--- src/rtl/dmem_write_arbiter.sv ---
// -----------------------------------------------------------------------------
// dmem_write_arbiter
//
// Shares the single write port of a 16x8 data memory between two requesters
// (port 0: core store path, port 1: loader/debug path) with round-robin
// arbitration. A clear sequencer zeroes all 16 locations on command and has
// priority over both requesters. All mem_write_* outputs are registered, so
// there is no combinational path from req_* to the memory.
//
// Handshake: a write on port i transfers on a rising clk edge where
// req_valid[i] and req_ready[i] are both high. req_ready is combinational,
// at most one bit is ever high, and a requester must hold valid/addr/data
// stable until it sees ready.
//
// Ports:
//   clk              in   1  clock, rising edge
//   reset            in   1  asynchronous, active-low reset
//   req_valid        in   2  per-port write request (bit i = port i)
//   req_addr_0/1     in   4  write address per port
//   req_data_0/1     in   8  write data per port
//   req_ready        out  2  per-port accept
//   clear_start      in   1  single-cycle pulse starting a full clear
//   clear_busy       out  1  high while the clear sequencer owns the port
//   clear_done       out  1  one-cycle pulse with the last clear write
//   mem_write_enable out  1  registered memory write enable
//   mem_write_addr   out  4  registered memory write address
//   mem_write_data   out  8  registered memory write data
//   dbg_state        out  1  FSM state (0 = IDLE, 1 = CLEAR)
// -----------------------------------------------------------------------------
module dmem_write_arbiter (
   input  logic       clk,
   input  logic       reset,
   input  logic [1:0] req_valid,
   input  logic [3:0] req_addr_0,
   input  logic [3:0] req_addr_1,
   input  logic [7:0] req_data_0,
   input  logic [7:0] req_data_1,
   output logic [1:0] req_ready,
   input  logic       clear_start,
   output logic       clear_busy,
   output logic       clear_done,
   output logic       mem_write_enable,
   output logic [3:0] mem_write_addr,
   output logic [7:0] mem_write_data,
   output logic       dbg_state
);

   typedef enum logic {
      ST_IDLE  = 1'b0,
      ST_CLEAR = 1'b1
   } state_t;

   state_t     r_state;
   state_t     w_state_next;
   logic [3:0] r_clr_cnt;
   logic       r_prio;
   logic       r_we;
   logic [3:0] r_addr;
   logic [7:0] r_data;
   logic       r_done;

   logic [1:0] w_ready;
   logic       w_accept;
   logic       w_grant;
   logic       w_clear_go;
   logic       w_clear_last;

   // State register
   always_ff @(posedge clk or negedge reset) begin
      if (!reset) begin
         r_state <= ST_IDLE;
      end else begin
         r_state <= w_state_next;
      end
   end

   // Next-state logic; clear_start while already clearing is ignored
   always_comb begin
      w_state_next = r_state;
      case (r_state)
         ST_IDLE:  if (clear_start)  w_state_next = ST_CLEAR;
         ST_CLEAR: if (w_clear_last) w_state_next = ST_IDLE;
         default:  w_state_next = ST_IDLE;
      endcase
   end

   assign w_clear_go   = (r_state == ST_IDLE) && clear_start;
   assign w_clear_last = (r_state == ST_CLEAR) && (r_clr_cnt == 4'd15);

   // Output logic. Ready is withheld during reset, while clearing, and in
   // the cycle a clear is being started, so pending requests simply wait.
   always_comb begin
      w_ready = 2'b00;
      if (reset && (r_state == ST_IDLE) && !clear_start) begin
         if (req_valid == 2'b11) begin
            w_ready = r_prio ? 2'b10 : 2'b01;
         end else begin
            w_ready = req_valid;
         end
      end
   end

   assign req_ready  = w_ready;
   assign clear_busy = (r_state == ST_CLEAR);
   assign dbg_state  = r_state;

   // w_ready is one-hot or zero, so bit 1 alone identifies the granted port
   assign w_accept = |(req_valid & w_ready);
   assign w_grant  = w_ready[1];

   // Write-port datapath, clear counter and round-robin pointer
   always_ff @(posedge clk or negedge reset) begin
      if (!reset) begin
         r_clr_cnt <= 4'd0;
         r_prio    <= 1'b0;
         r_we      <= 1'b0;
         r_addr    <= 4'd0;
         r_data    <= 8'd0;
         r_done    <= 1'b0;
      end else begin
         r_done <= 1'b0;
         if (w_clear_go) begin
            // Address 0 goes out on the start edge; counter tracks the next one
            r_we      <= 1'b1;
            r_addr    <= 4'd0;
            r_data    <= 8'd0;
            r_clr_cnt <= 4'd1;
         end else if (r_state == ST_CLEAR) begin
            r_we      <= 1'b1;
            r_addr    <= r_clr_cnt;
            r_data    <= 8'd0;
            r_clr_cnt <= r_clr_cnt + 4'd1;
            r_done    <= w_clear_last;
         end else if (w_accept) begin
            r_we   <= 1'b1;
            r_addr <= w_grant ? req_addr_1 : req_addr_0;
            r_data <= w_grant ? req_data_1 : req_data_0;
            r_prio <= ~w_grant;
         end else begin
            r_we <= 1'b0;
         end
      end
   end

   assign mem_write_enable = r_we;
   assign mem_write_addr   = r_addr;
   assign mem_write_data   = r_data;
   assign clear_done       = r_done;

endmodule

--- config.mk ---
export PLATFORM = sky130hd
export DESIGN_NAME = dmem_write_arbiter
export DESIGN_NICKNAME = d
export VERILOG_FILES = /design/src/rtl/dmem_write_arbiter.sv
export SDC_FILE = /design/constraint.sdc
export NUM_CORES = 1
export LEC_CHECK = 0
export CAP_MARGIN = 20
export CORE_ASPECT_RATIO = 1.2
export CORE_MARGIN = 3
export CORE_UTILIZATION = 40
export DETAILED_ROUTE_END_ITERATION = 6
export PLACE_DENSITY = 0.77
export RECOVER_POWER = 50
export SLEW_MARGIN = 20
export SYNTH_ARGS = -nofsm -noshare
export SYNTH_HDL_FRONTEND = slang
export SYNTH_SLANG_ARGS = --single-unit
--- constraint.sdc ---
create_clock -name clk -period 1.3 [get_ports clk]
set_input_delay 0.13 -clock clk [delete_from_list [all_inputs] [get_ports clk]]
set_output_delay 0.13 -clock clk [all_outputs]
set_load 0.02 [all_outputs]
**Yosys cells after proc, flatten, opt, wreduce, memory -nomap -nowiden**

Cells that the tools add are included.

- Shift operators: 0
- Multiplexer cells: 21
- Multipliers: 0
- $lt $le $gt $ge: 0
- Divide/modulo/power cells: 0
- Reduce and logical (&&, ||, !) cells: 9
- Add/subtract/negate cells: 1
- Bitwise logic cells: 4
- Eq/ne operators: 2

Operator list:

| cell | number |
|---|---|
| two-way mux 8 bit | 4 |
| two-way mux 4 bit | 6 |
| two-way mux 1 bit | 7 |
| two-way mux 2 bit | 3 |
| adder 4 x 1 -> 4 bit (second input constant) | 1 |
| equality test 4 bit (second input constant) | 1 |
| logical AND 1 bit | 4 |
| inverter 1 bit | 3 |
| AND reduction 3 bit | 1 |
| nonzero test 3 bit | 1 |
| bitwise AND 2 bit | 1 |
| equality test 2 bit (second input constant) | 1 |
| case mux 1 bit (2 select lines) | 1 |
| nonzero test 2 bit | 1 |
| OR reduction 2 bit | 1 |
| logical NOT 1 bit | 1 |

- Register bits after elaboration: 20
- Output and inout port bits: 18
- Memories: 0
- Bits in read-only memories: 0
- Logic and storage cells: 44
- Bits in latches: 0
- Memory bits (writable): 0

**Longest topological paths before layout**

Gate-level depths: netlist (run 1).

- Word-level depth: 9
- Mapped depth: 6
- Gate-level depth less buffers: 4

**Worst setup path after synthesis (run 1)**

Ideal clock, no wire load.

- Path kind: register -> output
- Start point: register r_state (netlist: clear_busy)
- End point: output port req_ready[0]
- Slack: -0.084 ns
- Cell stages (with the launch flop): 5
- Buffers on the path: 1
- Arrival: 1.254 ns
- Required time: 1.170 ns
- Cell sequence: dfrtp_1 -> nor2_8 -> buf_2 -> nand2_1 -> nor2_1

- Longest elaborated chain between the ends: 4

Ends and longest elaborated chain:

| what | line | source |
|---|---|---|
| start: declaration | 53 | `state_t r_state;` |
| start signal: assignment | 73 | `r_state <= w_state_next;` |
| inverter 1 bit (no line) | n/a |  |
| logical AND 1 bit (2 in a row) | 94 | `if (reset && (r_state == ST_IDLE) && !clear_start) begin` |
| two-way mux 2 bit | 94 |  |
| end: declaration | 38 | `output logic [1:0] req_ready,` |

Every way passes these cells.

**Worst setup path after layout (run 1)**

- Start point: register r_state (netlist: clear_busy)
- End point: output port dbg_state

RTL lines:

| what | line | source |
|---|---|---|
| end: declaration | 45 | `output logic dbg_state` |

No word-level cell between the ends.

==> summary.md, run 1 <==
* compound AO/OA/AOI/OAI gates — largest family of logic cells by synthesized area
* 470 ps — delay contributed by the slowest stage of the critical path
* 188 — post-placement cell count
* 0 — Remaining Overflow, GRT
* 1.23% — adder-cell area share of the yosys netlist
* 102% — Final period util
* 367 ps — measured slew at the worst slew-check pin
* 2350 um^2 — core footprint
* 57.6% — Syn-to-layout area delta
* 2 — maximum root-to-sink buffer count
* sky130_fd_sc_hd__dfrtp_2 — Crit-path slowest cell
* 24 — Iter 0 DRT Violations
* 24 — count of unique library cells instantiated by Yosys
* 2540 um — Routed Wire Length
* 937 — number of global-route vias before repair
* 17.4% — share of final-layout standard cells stronger than drive strength 1
* 1320 ps — final worst path period need
* 9.58 um^2 — synthesized area per cell
* 47 — I/O Pins
* 0 — number of diodes added for antenna fixing
* 30 ps — setup slack on the worst flop-to-flop path
* 1 — htree depth
* 1190 ps — data arrival time of the critical path
* 193 — final-stage net count
* 5 — number of cells traversed by the worst register-to-register path
* 12 — top fanout value on the critical path
* 49.3% — share of the yosys chip area belonging to registers
* 19 — maximum number of pins on one net before global-route repair
* 46 — Port Buf Inserts
* register to output pin — worst setup path class
* 13.2 um — per-cell routed wire length
* 26.8 ps — worst hold slack after final layout
* 20.4% — post-synthesis compound-gate area fraction
* 756 MHz — timing-limited maximum frequency
* 4140 um — global-route wire length before repair
* mem_write_addr[1]$_DFFE_PN0P_ — capture instance of the worst register-to-register path
* primary input to asynchronous set/reset pin — worst min-delay path category
* setup timing — violated checks
* 5.09 — ratio of routed vias to standard cells
* finished, violations left — result of the run
* r_prio$_DFFE_PN0P_ — R2R Path Start
* 19 — standard-cell rows
* 0 — residual antenna-violating net count after detailed routing
* 61.2 um — Die Ht
* 110 ps — clock edge transition at the registers on the reported setup and hold paths
* 136 — Post-Synthesis Net Count
* 1170 ps — Required @ worst endpoint
* yes — RSZ-0062 raised after global routing
* 0.819 — RePlAce Congestion
* 106 — number of instances in the synthesized netlist
* 4 — detailed-routing iteration count for the pre-antenna-repair pass
* 17.2% — total global routing track utilization
* built — clock tree from TritonCTS
* 978 — vias
* 1.72% — XOR/XNOR Fraction of Synth Area
* 43.2% — starting density of the core
* 3 — endpoints failing setup
* 0 — number of hold-repair buffers added at the cts stage
* 0.000761 uW — Lkg Pwr
* 3180 um^2 — die area
* 0 — number of remaining DRC errors
* output pin — kind of end point of the critical path
* 52.0 um — DIE WIDTH
* 1.97% — multiplexer area fraction after synthesis
* buf_4 -> buf_6 -> buf_2 — cells along the critical path
* register — crit path launch type
* 290 ps — source-to-sink clock delay at the later pin of the worst-skew pair
* 0 — Warnings, synthesis
* 0 — Final Max Tran Viols
* 2.90 ps — worst-case clock skew
* 0 — Final Hold Violating Endpoints
* 0.925 mV — maximum ir drop on the vdd rail
* 18.8% — simple logic cell fraction of the synthesized area
* sky130_fd_sc_hd__clkbuf_4 — CTS root buf
* 75.6% — Rel. slew slack
* 1020 um^2 — cell area after technology mapping
* 20 — #FFs+latches synth
* 0 — max_cap viols
* -22.8 ps — setup slack of the critical path after layout
* 1510 nW/um^2 — Pwr Density
* 3 — number of buffers added by the clock tree synthesis step
* 192 — number of non-filler instances in the completed layout
* 0 — initial antenna violation count
* 2030 um — detailed-placement wirelength estimate
* 20 — TritonCTS sink count
-- power breakdown --
group	internal (uW)	switching, uW	leakage [uW]
Sequential	808	154	0.000251
Clock	107	177	0.0000138
Combinational	584	590	0.000496
Total	1500	920	0.000761
-- synth_stat cells --
master	n	area share (%)
sky130_fd_sc_hd__mux2i_1	2	2.0
sky130_fd_sc_hd__nor2_1	4	1.5
sky130_fd_sc_hd__a22o_1	3	2.6
sky130_fd_sc_hd__o21ai_2	1	0.86
sky130_fd_sc_hd__buf_4	3	2.2
sky130_fd_sc_hd__buf_6	3	3.3
sky130_fd_sc_hd__nor2_8	1	2.0
sky130_fd_sc_hd__nand3_2	1	0.99
sky130_fd_sc_hd__and2_1	3	1.8
sky130_fd_sc_hd__ha_1	1	1.2
sky130_fd_sc_hd__a41oi_1	1	0.86
sky130_fd_sc_hd__nand2_1	25	9.2
sky130_fd_sc_hd__a31oi_1	13	8.0
sky130_fd_sc_hd__nand2b_1	2	1.2
sky130_fd_sc_hd__dfrtp_1	20	49
sky130_fd_sc_hd__and3_1	1	0.62
sky130_fd_sc_hd__nor3_1	2	0.99
sky130_fd_sc_hd__o21ai_0	11	5.4
sky130_fd_sc_hd__o21a_2	1	0.86
sky130_fd_sc_hd__nand3_1	1	0.49
sky130_fd_sc_hd__o22ai_1	3	1.8
sky130_fd_sc_hd__xnor2_1	1	0.86
sky130_fd_sc_hd__buf_2	2	0.99
sky130_fd_sc_hd__xor2_1	1	0.86
-- cell families (layout without fill, tap and decap cells) --
group / count (synthesis) / in the layout
and+or+nand+nor: 40 / 40
AOI/OAI and AO/OA: 33 / 33
DFF: 20 / 20
buffers and inverters: 8 / 63
xor gates and xnor gates: 2 / 2
muxes: 2 / 2
adders and majority gates: 1 / 1
-- cell usage in the layout, fill, tap and decap left out, types with 2 or more instances in the layout --
| cell type | instances |
|---|---|
| sky130_fd_sc_hd__a22o_1 | 3 |
| sky130_fd_sc_hd__a31oi_1 | 13 |
| sky130_fd_sc_hd__and2_1 | 3 |
| sky130_fd_sc_hd__buf_12 | 2 |
| sky130_fd_sc_hd__buf_2 | 2 |
| sky130_fd_sc_hd__buf_4 | 9 |
| sky130_fd_sc_hd__buf_6 | 3 |
| sky130_fd_sc_hd__clkbuf_1 | 2 |
| sky130_fd_sc_hd__clkbuf_4 | 3 |
| sky130_fd_sc_hd__clkdlybuf4s50_1 | 26 |
| sky130_fd_sc_hd__dfrtp_1 | 19 |
| sky130_fd_sc_hd__dlygate4sd2_1 | 15 |
| sky130_fd_sc_hd__mux2i_1 | 2 |
| sky130_fd_sc_hd__nand2_1 | 23 |
| sky130_fd_sc_hd__nand2_2 | 2 |
| sky130_fd_sc_hd__nor2_1 | 3 |
| sky130_fd_sc_hd__o21ai_0 | 10 |
| sky130_fd_sc_hd__o22ai_1 | 3 |
-- area by class of cell --
class	count	area (um^2)
Clock buffer	3	22.5
Fill cell	197	752
Multi-Input combinational cell	78	475
Sequential cell	20	502
Tap cell	31	38.8
Timing Repair Buffer	60	563
-- critical path, delay by kind of cell (launching register included) --
| kind | cells | cell delay, ps |
|---|---|---|
| flip-flops | 1 | 470 |
| buffers and inverters | 3 | 440 |
-- state kept, by name, summed over array words and instances (netlist names) --
name,flops
clear_busy,1
mem_write_enable,1
r_clr_cnt,4
r_prio,1
clear_done,1
mem_write_addr,4
mem_write_data,8
-- per-stage QoR --
stage | area (um^2) | TNS (ps) | total power (uW) | utilization (%) | worst slack, ps
after floorplan | 1020 | -14.7 | 1680 | - | -14.7
after global placement | 1570 | -5580 | 2130 | 66.6 | -409
after detailed placement | 1570 | -6040 | 2180 | 66.6 | -417
after CTS | 1580 | -76.6 | 2400 | 66.9 | -66.2
after global routing | 1600 | -638 | 2600 | 68.0 | -66.9
final | 1600 | -55.7 | 2420 | 68.0 | -22.8
-- how the worst max path moves through the flow --
stage	from	end	slack (ps)	depth (start not counted)
floorplan	clear_busy$_DFF_PN0_	req_ready[0]	-10	4
global placement	clear_start	req_ready[0]	-410	5
detailed placement	clear_start	req_ready[0]	-420	5
CTS	clear_busy$_DFF_PN0_	req_ready[0]	-70	4
global route	clear_busy$_DFF_PN0_	dbg_state	-70	3
finish	clear_busy$_DFF_PN0_	dbg_state	-20	3
-- layer usage --
metal,GRT usage (%),vias to the layer above,wire (um)
met5,0,-,0
met4,2.25,0,0
met3,3.63,0,189
met2,32.1,37,1330
met1,20.6,453,1020
li1,-,488,-
-- timing repair --
action / CTS / global route
setup endpoints to repair: 30 / 5
setup buffers: 0 / 1
cloned: 0 / 0
pin swaps: 0 / 2
resized for setup: 38 / 8
Power figures use the tool's default switching activity.
==> run 2: changes to the inputs <==
CORE_UTILIZATION = 36   (was 40)
PLACE_DENSITY = 0.73   (was 0.77)
SLEW_MARGIN = not set   (was 20)
clock period = 1.05 ns   (was 1.3 ns; I/O delays follow)
==> run 2 against run 1 <==
The run still ends with setup timing left. Critical path type unchanged. Clock power grew 66%. Final cell count rose by 11%. Worst setup slack got worse by 290 ps. Hold slack improved by 160 ps. Sequential power is 24% higher. Flip-flop and latch count stayed put. Count of clock-buffer cells in the layout rose by 1. Die area is 9.9% higher. Clock skew up 1.4 ps. Utilization is 4.4 points higher. Register-to-register slack worse by 310 ps. Non-clock buffer count rose by 19.
==> summary.md, run 2 (synthesis results as in run 1) <==
* finished, violations left — result of the run, unchanged
* setup timing — violated checks, unchanged
* 3500 um^2 — die area, was 3180 um^2
* 214 — number of non-filler instances in the completed layout, was 192
* 3490 um — Routed Wire Length, was 2540 um
* 64.2 um — Die Ht, was 61.2 um
* 320 ps — source-to-sink clock delay at the later pin of the worst-skew pair, was 290 ps
* 120 ps — clock edge transition at the registers on the reported setup and hold paths, was 110 ps
* 85.6% — Syn-to-layout area delta, was 57.6%
* 0.000884 uW — Lkg Pwr, was 0.000761 uW
* 410 ps — delay contributed by the slowest stage of the critical path, was 470 ps
* 2210 um — detailed-placement wirelength estimate, was 2030 um
* 21 — maximum number of pins on one net before global-route repair, was 19
* 46 — Port Buf Inserts, unchanged
* 2000 nW/um^2 — Pwr Density, was 1510 nW/um^2
* 0 — Final Hold Violating Endpoints, unchanged
* 2 — top fanout value on the critical path, was 12
* buf_4 -> nand2_1 -> nand2_2 -> nor2_4 -> buf_6 — cells along the critical path, was buf_4 -> buf_6 -> buf_2
* 1128 — vias, was 978
* 0 — number of diodes added for antenna fixing, unchanged
* sky130_fd_sc_hd__clkdlybuf4s50_1 — most common cell after layout, fill and taps aside, unchanged
* 2 — Buf/Inv on CP, was 3
* 5280 um — global-route wire length before repair, was 4140 um
* 72.5% — final design utilization, was 68.0%
* register — crit path launch type, unchanged
* 4 — detailed-routing iteration count for the pre-antenna-repair pass, unchanged
* 16.3 um — per-cell routed wire length, was 13.2 um
* 0 — max_cap viols, unchanged
* 2 — maximum root-to-sink buffer count, unchanged
* 2600 um^2 — core footprint, was 2350 um^2
* 39.0% — starting density of the core, was 43.2%
* 940 ps — Required @ worst endpoint, was 1170 ps
* 25 x sky130_fd_sc_hd__clkdlybuf4s50_1, 19 x sky130_fd_sc_hd__dfrtp_1, 19 x sky130_fd_sc_hd__buf_4 — commonest cells after routing, fill and taps aside, was 26 x sky130_fd_sc_hd__clkdlybuf4s50_1, 23 x sky130_fd_sc_hd__nand2_1, 19 x sky130_fd_sc_hd__dfrtp_1
* 0 — Remaining Overflow, GRT, unchanged
* 4.29 ps — worst-case clock skew, was 2.90 ps
* 1 — htree depth, unchanged
* 20 — TritonCTS sink count, unchanged
* 22 — endpoints failing setup, was 3
* 0 — residual antenna-violating net count after detailed routing, unchanged
* 44.8% — share of final-layout standard cells stronger than drive strength 1, was 17.4%
* 17 — Iter 0 DRT Violations, was 24
* 1.63 mV — maximum ir drop on the vdd rail, was 0.925 mV
* 5.27 — ratio of routed vias to standard cells, was 5.09
* output pin — kind of end point of the critical path, unchanged
* 510 ps — measured slew at the worst slew-check pin, was 367 ps
* 0 — initial antenna violation count, unchanged
* 1370 ps — final worst path period need
* sky130_fd_sc_hd__clkbuf_4 — CTS root buf, unchanged
* -315 ps — setup slack of the critical path after layout, was -22.8 ps
* 0.760 — RePlAce Congestion, was 0.819
* 732 MHz — timing-limited maximum frequency
* 3 — number of buffers added by the clock tree synthesis step, unchanged
* 1260 ps — data arrival time of the critical path, was 1190 ps
* sky130_fd_sc_hd__dfrtp_1 — Crit-path slowest cell, was sky130_fd_sc_hd__dfrtp_2
* yes — RSZ-0062 raised after global routing, unchanged
* 47 — I/O Pins, unchanged
* 54.5 um — DIE WIDTH, was 52.0 um
* built — clock tree from TritonCTS, unchanged
* flip-flops — Crit path max-delay family, unchanged
* 0 — number of remaining DRC errors, unchanged
* primary input to asynchronous set/reset pin — worst min-delay path category, unchanged
* 130% — Final period util
* 8 — flip-flop count of the largest register, all copies and words added, unchanged
* 0 — Final Max Tran Viols, unchanged
* 194 — post-placement cell count, was 188
* 1150 — number of global-route vias before repair, was 937
* 20 — standard-cell rows, was 19
* 20.8% — total global routing track utilization, was 17.2%
* 66.0% — Rel. slew slack, was 75.6%
* 212 — final-stage net count, was 193
* register to output pin — worst setup path class, unchanged
* -624 ps — dpl ws, was -417 ps
==> run 2: stage by stage <==
step | TNS, ps | hold WS (ps) | area [um^2] | total power [uW]
3_5_place_dp | -9710 | 538 | 1600 | 2840
2_1_floorplan | -403 | -191 | 1040 | 2110
4_1_cts | -3490 | 71.4 | 1700 | 3430
3_3_place_gp | -8790 | 517 | 1600 | 2770
6_report | -4350 | 187 | 1890 | 3770
5_1_grt | -5350 | 222 | 1890 | 4010
==> run 2: where the power goes <==
| group | internal (uW) | switching (uW) |
|---|---|---|
| clock | 212 | 260 |
| combinational | 1120 | 990 |
| sequential | 1000 | 186 |
| total | 2340 | 1440 |
==> run 2: per-layer routing <==
layer / routed length, um / vias to the layer above / global-route usage [%]
met2: 1910 / 44 / 38.3
met3: 221 / 9 / 3.26
li1: - / 528 / -
met1: 1270 / 547 / 23.0
met4: 85 / 0 / 6.54
met5: 0 / - / 0
==> run 2: path summary, 6_finish.rpt <==
check	start	end	slack [ps]	cells past startpoint
setup / recovery	r_prio$_DFFE_PN0P_	req_ready[0]	-320	5
hold / removal	reset	r_clr_cnt[1]$_DFFE_PN0P_	190	2
setup reg to reg	r_prio$_DFFE_PN0P_	mem_write_addr[0]$_DFFE_PN0P_	-280	6
hold reg to reg	r_clr_cnt[3]$_DFFE_PN0P_	clear_done$_DFF_PN0_	610	2
max in group asynchronous	reset	r_prio$_DFFE_PN0P_	330	3
min in group clk	req_data_1[3]	mem_write_data[3]$_DFFE_PN0P_	340	3
==> run 2: repair_timing <==
| item | in CTS | in global routing |
|---|---|---|
| pin swaps | 5 | 16 |
| cloned | 1 | 0 |
| buffers inserted | 7 | 8 |
| hold buffers | 1 | 0 |
| gates resized for setup | 91 | 33 |
| endpoints found under the setup margin | 32 | 26 |
| endpoints found under the hold margin | 2 | 0 |
==> run 2: final cells by class <==
class | instances | area, um^2
Clock buffer | 4 | 36.3
Sequential cell | 20 | 502
Tap cell | 33 | 41.3
Timing Repair Buffer | 79 | 731
Multi-Input combinational cell | 78 | 576
Fill cell | 196 | 717
==> run 3: changes to the inputs <==
CAP_MARGIN = not set   (was 20)
==> results of run 3 <==
Final layout, timing and power as in run 2 (identical DEF).
